## config.mk

```make
export PLATFORM = sky130hd
export DESIGN_NAME = img_arbiter_nch
export DESIGN_NICKNAME = d
export VERILOG_FILES = /design/src/rtl/img_arbiter_nch.sv
export SDC_FILE = /design/constraint.sdc
export NUM_CORES = 1
export LEC_CHECK = 0
export BUFFER_PORTS_ARGS = -buffer_cell sky130_fd_sc_hd__buf_2
export CAP_MARGIN = 20
export CORE_MARGIN = 4
export CORE_UTILIZATION = 30
export CTS_CLUSTER_SIZE = 28
export DETAILED_ROUTE_END_ITERATION = 10
export GPL_TIMING_DRIVEN = 1
export PLACE_DENSITY = 0.61
export SYNTH_ARGS = -nofsm -noshare
export SYNTH_HDL_FRONTEND = slang
export SYNTH_SLANG_ARGS = --single-unit
```

## constraint.sdc

```tcl
create_clock -name clk -period 2.9 [get_ports clk]
set_clock_uncertainty 0.15 [all_clocks]
set_input_delay 0 -clock clk [delete_from_list [all_inputs] [get_ports clk]]
set_output_delay 0 -clock clk [all_outputs]
set_load 0.02 [all_outputs]
```

## src/rtl/img_arbiter_nch.sv

```systemverilog
// img_arbiter_nch: N-channel stream arbiter that multiplexes slave processing
// units onto one registered master-side stream feeding the output FIFO.
// Grants are held for bounded bursts of up to MAX_BURST beats, with one IDLE
// cycle between consecutive grants.
// Optional feature macro: ARB_RR_EN
//   defined   -> round-robin arbitration starting at a rotating pointer
//   undefined -> fixed priority, lowest channel index wins
module img_arbiter_nch #(
  parameter int N_SLV     = 4,
  parameter int DW        = 32,
  parameter int PW        = 8,
  parameter int MW        = 2,
  parameter int MAX_BURST = 16
) (
  input  logic                       clk,
  input  logic                       rst_n,
  input  logic [N_SLV*MW-1:0]        slv_mode,
  input  logic [N_SLV-1:0]           slv_data_valid,
  input  logic [N_SLV*DW-1:0]        slv_data,
  input  logic [N_SLV*PW-1:0]        slv_proc_val,
  output logic [N_SLV-1:0]           slv_ready,
  input  logic                       fifo_full,
  input  logic                       mstr_cmplt,
  output logic [MW-1:0]              slvx_mode,
  output logic [DW-1:0]              slvx_data,
  output logic [PW-1:0]              slvx_proc_val,
  output logic                       slvx_data_valid,
  output logic [$clog2(N_SLV)-1:0]   slvx_grant_id
);

  localparam int IW = $clog2(N_SLV);
  localparam int CW = $clog2(MAX_BURST + 1);

  typedef enum logic [0:0] {
    IDLE  = 1'b0,
    BURST = 1'b1
  } state_t;

  state_t         state_q, state_d;
  logic [IW-1:0]  owner_q, owner_d;
  logic [CW-1:0]  beat_cnt_q, beat_cnt_d;
  logic [MW-1:0]  slvx_mode_q, slvx_mode_d;
  logic [DW-1:0]  slvx_data_q, slvx_data_d;
  logic [PW-1:0]  slvx_proc_val_q, slvx_proc_val_d;
  logic           slvx_data_valid_q, slvx_data_valid_d;

  logic [N_SLV-1:0] req;
  logic             any_req;
  logic [IW-1:0]    win;
  logic             stall;
  logic [MW-1:0]    own_mode;
  logic [DW-1:0]    own_data;
  logic [PW-1:0]    own_proc_val;
  logic             own_valid;
  logic             own_active;
  logic             transfer;
  logic             leave;

`ifdef ARB_RR_EN
  logic [IW-1:0]    rr_ptr_q, rr_ptr_d;
  logic [IW-1:0]    next_owner;
`endif

  assign stall        = fifo_full | mstr_cmplt;
  assign own_mode     = slv_mode[owner_q*MW +: MW];
  assign own_data     = slv_data[owner_q*DW +: DW];
  assign own_proc_val = slv_proc_val[owner_q*PW +: PW];
  assign own_valid    = slv_data_valid[owner_q];
  assign own_active   = (own_mode != '0);
  assign any_req      = |req;

  // A channel requests when it is active (nonzero mode) and has a beat ready
  always_comb begin
    req = '0;
    for (int i = 0; i < N_SLV; i++) begin
      req[i] = (slv_mode[i*MW +: MW] != '0) && slv_data_valid[i];
    end
  end

`ifdef ARB_RR_EN
  // Round-robin: first requester at or above the pointer, wrapping to zero
  always_comb begin
    logic found;
    win   = '0;
    found = 1'b0;
    for (int k = 0; k < N_SLV; k++) begin
      if (!found && req[(int'(rr_ptr_q) + k) % N_SLV]) begin
        win   = IW'((int'(rr_ptr_q) + k) % N_SLV);
        found = 1'b1;
      end
    end
  end

  assign next_owner = (owner_q == IW'(N_SLV - 1)) ? '0 : owner_q + 1'b1;
`else
  // Fixed priority: the lowest-index requester wins
  always_comb begin
    win = '0;
    for (int k = N_SLV - 1; k >= 0; k--) begin
      if (req[k]) begin
        win = IW'(k);
      end
    end
  end
`endif

  // Only the owner sees ready, and only while it is active and nothing stalls
  always_comb begin
    slv_ready = '0;
    if ((state_q == BURST) && !stall && own_active) begin
      slv_ready[owner_q] = 1'b1;
    end
  end

  assign transfer = (state_q == BURST) && !stall && own_active && own_valid;

  // Next-state logic: grant from IDLE, count beats and decide when a burst ends
  always_comb begin
    state_d           = state_q;
    owner_d           = owner_q;
    beat_cnt_d        = beat_cnt_q;
    slvx_mode_d       = slvx_mode_q;
    slvx_data_d       = slvx_data_q;
    slvx_proc_val_d   = slvx_proc_val_q;
    slvx_data_valid_d = 1'b0;
    leave             = 1'b0;
`ifdef ARB_RR_EN
    rr_ptr_d          = rr_ptr_q;
`endif
    case (state_q)
      IDLE: begin
        if (any_req && !stall) begin
          owner_d    = win;
          beat_cnt_d = '0;
          state_d    = BURST;
        end
      end
      BURST: begin
        if (mstr_cmplt || !own_active) begin
          leave = 1'b1;
        end else if (transfer) begin
          slvx_mode_d       = own_mode;
          slvx_data_d       = own_data;
          slvx_proc_val_d   = own_proc_val;
          slvx_data_valid_d = 1'b1;
          if (beat_cnt_q == CW'(MAX_BURST - 1)) begin
            leave = 1'b1;
          end else begin
            beat_cnt_d = beat_cnt_q + 1'b1;
          end
        end
        if (leave) begin
          state_d = IDLE;
`ifdef ARB_RR_EN
          rr_ptr_d = next_owner;
`endif
        end
      end
      default: state_d = IDLE;
    endcase
  end

  // State and output registers; reset clears everything including a pending pulse
  always_ff @(posedge clk or negedge rst_n) begin
    if (!rst_n) begin
      state_q           <= IDLE;
      owner_q           <= '0;
      beat_cnt_q        <= '0;
      slvx_mode_q       <= '0;
      slvx_data_q       <= '0;
      slvx_proc_val_q   <= '0;
      slvx_data_valid_q <= 1'b0;
`ifdef ARB_RR_EN
      rr_ptr_q          <= '0;
`endif
    end else begin
      state_q           <= state_d;
      owner_q           <= owner_d;
      beat_cnt_q        <= beat_cnt_d;
      slvx_mode_q       <= slvx_mode_d;
      slvx_data_q       <= slvx_data_d;
      slvx_proc_val_q   <= slvx_proc_val_d;
      slvx_data_valid_q <= slvx_data_valid_d;
`ifdef ARB_RR_EN
      rr_ptr_q          <= rr_ptr_d;
`endif
    end
  end

  assign slvx_mode       = slvx_mode_q;
  assign slvx_data       = slvx_data_q;
  assign slvx_proc_val   = slvx_proc_val_q;
  assign slvx_data_valid = slvx_data_valid_q;
  assign slvx_grant_id   = owner_q;

endmodule

```

==> results.txt <==
For this design, the slowest cell found on the critical path is sky130_fd_sc_hd__mux4_1. In this design, the stage delay of the slowest critical-path cell is 600 ps. Yosys printed 0 warnings.

STA classifies the critical path endpoint as a register. The number of standard-cell rows in the floorplan is 39, and the total number of vias is 2,834. The tools report the final global-route overflow total as 0.

The first-pass GRT wire length is 15.2 mm. The setup slack of the critical path after layout came out at 352 ps. The most common flop cell mapped by yosys is sky130_fd_sc_hd__dfrtp_1. Of all nets on the critical path, the largest fanout is 23. The finished cells cover 5020 sq um. For this run, the top clock speed supported by timing is 392 MHz. The root buffer cell chosen for the clock tree is sky130_fd_sc_hd__clkbuf_16. Summing all placed instances gives a cell area of 4650 sq um. The final number of hold-violating endpoints came out at 0. The fraction of synthesis flops using an asynchronous set or reset pin came out at 1.00.

In the post-synthesis netlist, the biggest area contributors are sky130_fd_sc_hd__dfrtp_1 36%, sky130_fd_sc_hd__mux4_1 25%, sky130_fd_sc_hd__mux2_4 17%, sky130_fd_sc_hd__mux4_2 5.8%, sky130_fd_sc_hd__clkbuf_8 2.3%. For the final routed wirelength across all metal layers, the log shows 9.91 mm. The worst hold path belongs to the class in2reg.

For the effective utilization at floorplan, the log shows 0.308. For this design the top-level I/O count stands at 225. Setup violations remaining at the end of the flow were counted as 0. Once detailed placement completed, the half-perimeter wirelength came to 7.91 mm. The run gives 2930 ps as the required arrival time at the worst endpoint. The top cell types in the final layout, fill and taps aside, are 224 x sky130_fd_sc_hd__buf_2, 49 x sky130_fd_sc_hd__dfrtp_1, 39 x sky130_fd_sc_hd__mux2_4.

The quantity of I/O buffers inserted on ports works out to 224. In this run, synthesis inferred 0 flip-flops with an integrated enable. The final count of pins violating max slew is 0.

For the number of nets still failing antenna checks after routing, the log shows 0. Dividing the synthesized area by the synthesized cell count gives 17.8 sq um. Data on the critical path arrives at its endpoint at 2580 ps. The run gives 0.000361 V as the worst-case vdd ir drop. The initial antenna violation count was 0.

After floorplanning, the core was sized to cover 11,400 sq um. The fraction of layout cells with a size suffix above 1 came out at 0.682. Using the TritonRoute via totals, the vias-per-cell ratio works out to 4.86. Summed over all cells, the static leakage comes to 2.57 nW.

The worst register-to-register path has a setup slack of 350 ps. The via count of the first global-routing pass is 3,143. The tools report the minimum setup slack after placement as 569 ps.

For the global routing usage on met2, the log shows 0.256. Most common cell after layout, fill and taps aside: sky130_fd_sc_hd__buf_2. For this run, the detailed router's first-pass iteration total came to 4.

Critical path launch point: slvx_grant_id[0]$_DFFE_PN0P_. The cell count after synthesis came out at 197. The critical path start-end classification is reg2reg.

Dividing the detail-routed wire length by the instance count gives 17.0 um. For the final routed database, the setup TNS stands at 0 ps. In this run the cell area of the synthesized design comes to 3510 sq um. For the met3 routing resource usage after global routing, the log shows 0.0280.

The number of max-cap violations is 0, and the distinct cell type count of the synthesized netlist is 34. The total global-route track usage is 0.143, and the DRC marker count from the first detailed-route iteration is 71. The tools report the timing endpoint of the critical path as slvx_data[26]$_DFFE_PN0P_. The placer's final routability congestion estimate is 0.877, and the number of cell instances on the worst register-to-register path is 4. CTS saw 51 sinks.

TritonCTS built the clock tree. For the number of antenna diodes, the log shows 0. The fraction of post-synthesis cell area in the top cell type by area came out at 0.363. After global routing, the most crowded layer is met2.

In this run the deepest clock path goes through 2 buffers. Setup repair after global routing left no endpoint under its margin. The die is 116 um tall.

Entering global routing, the biggest net connects 44 pins. The number of post-CTS setup repair buffers was 0; the number of filler cells placed in the layout was 1,060. The die footprint is 13,500 sq um, and the areal power density over the cells is 752 nW/um^2. The logs give 0.363 for the sequential cell area fraction in the yosys report and 617 for the net total in the final layout. The die boundary width came out at 116 um. The startpoint identified for the worst register-to-register timing path is slvx_grant_id[0]$_DFFE_PN0P_. The final period demand of the worst path was 2550 ps. The H-tree depth was 2. Walking the worst path, the cells encountered are buf_4 > mux4_1 > dlygate4sd3_1 > mux2_4.

STA classifies the critical path startpoint as a register. At the later pin of the worst-skew pair, clock insertion delay measures 290 ps. Synthesis produced a netlist with a net count of 375.

The post-detailed-route DRC marker count is 0, and the signed area change from the synthesized netlist to the final layout is 42.8%. The final period utilization works out to 0.879. The met1 usage came out at 0.174. The number of buffers created by CTS is 5. Critical register-to-register path endpoint: slvx_data[26]$_DFFE_PN0P_. For the worst slew margin relative to its limit, the log shows 0.546. For the pin with the worst max-slew slack, the measured transition is 681 ps. sky130_fd_sc_hd__dfrtp_1 takes more of the synthesized area than any other cell.

The synthesized design contains 51 register bits. The run finished with clean final reports. The clock-pin slew of the registers on the worst-case setup and hold paths is 70 ps.
==> timing repair <==
item | 4_1_cts | 5_1_grt
resized for setup | 0 | 0
hold buffers | 19 | 0
endpoints found under the setup margin | 0 | 0
endpoints found under the hold margin | 40 | 0
==> final cells by class <==
cell class,instances,area [sq um],share of cell area
multi-input cells,129,2020,0.402
repair buffers,249,1360,0.270
flip-flops and latches,51,1280,0.255
well taps,143,179,0.0357
clock buffers,5,125,0.0249
clock inverters,3,47.5,0.00948
inverters,3,11.3,0.00224
==> synth_stat cells, types with 2 or more instances <==
cell type,n
sky130_fd_sc_hd__nor2_1,3
sky130_fd_sc_hd__mux4_1,33
sky130_fd_sc_hd__ha_1,2
sky130_fd_sc_hd__mux4_2,9
sky130_fd_sc_hd__nor3_1,2
sky130_fd_sc_hd__buf_6,4
sky130_fd_sc_hd__and3_1,2
sky130_fd_sc_hd__clkbuf_8,6
sky130_fd_sc_hd__a21oi_1,3
sky130_fd_sc_hd__and2b_2,2
sky130_fd_sc_hd__o21ai_0,5
sky130_fd_sc_hd__inv_1,3
sky130_fd_sc_hd__nand2_1,3
sky130_fd_sc_hd__buf_12,4
sky130_fd_sc_hd__nor4_1,3
sky130_fd_sc_hd__mux2_4,39
sky130_fd_sc_hd__mux2_2,7
sky130_fd_sc_hd__dfrtp_1,51
==> sequential cells by signal, summed over array words and instances (netlist names) <==
| name | flops |
|---|---|
| beat_cnt_q | 5 |
| slvx_data | 32 |
| slvx_data_valid | 1 |
| slvx_grant_id | 2 |
| slvx_mode | 2 |
| slvx_proc_val | 8 |
| state_q | 1 |
==> metal layers <==
layer | vias up | wire [um]
met1 | 1380 | 3830
met3 | 17 | 770
met4 | 0 | 170
met2 | 125 | 5140
met5 | - | 0
li1 | 1312 | -
==> kinds of logic after synthesis <==
logic type	after synthesis	share of synthesized area
flops	51	0.363
simple gates	22	0.0374
fa+ha+maj	2	0.00712
buf+inv	17	0.0623
mux	89	0.496
compound gates	16	0.0338
==> worst min path at each step <==
stage | from | end | depth (start not counted)
after floorplan | rst_n | beat_cnt_q[0]$_DFFE_PN0P_ | 0
after global placement | rst_n | slvx_proc_val[3]$_DFFE_PN0P_ | 1
after detailed placement | rst_n | slvx_data[1]$_DFFE_PN0P_ | 1
after CTS | slv_data[28] | slvx_data[28]$_DFFE_PN0P_ | 3
after global routing | slv_data[124] | slvx_data[28]$_DFFE_PN0P_ | 3
final | slv_data[30] | slvx_data[30]$_DFFE_PN0P_ | 3
==> per-stage QoR <==
step | std cells | util | total power, mW | hold slack [ps]
after global placement | 556 | 0.408 | 3.02 | -78.8
after detailed placement | 556 | 0.408 | 3.06 | -60.7
after CTS | 583 | 0.439 | 3.83 | 0.608
final | 583 | 0.439 | 3.77 | 5.79
after global routing | 583 | 0.439 | 3.99 | 4.66
after floorplan | 197 | - | 2.51 | -446
==> worst max-delay path: cells and delay by family, from the launching register on <==
kind,cells,cell delay [ps]
flops,1,460
buf+inv,2,950
mux,2,860
==> where the power goes <==
| group | switching (mW) | internal (mW) | leakage, nW | total (mW) |
|---|---|---|---|---|
| combinational | 0.891 | 1.00 | 1.84 | 1.90 |
| clock | 0.274 | 0.412 | 0.0844 | 0.686 |
| sequential | 0.182 | 1.01 | 0.645 | 1.19 |
Power figures use the tool's default switching activity.
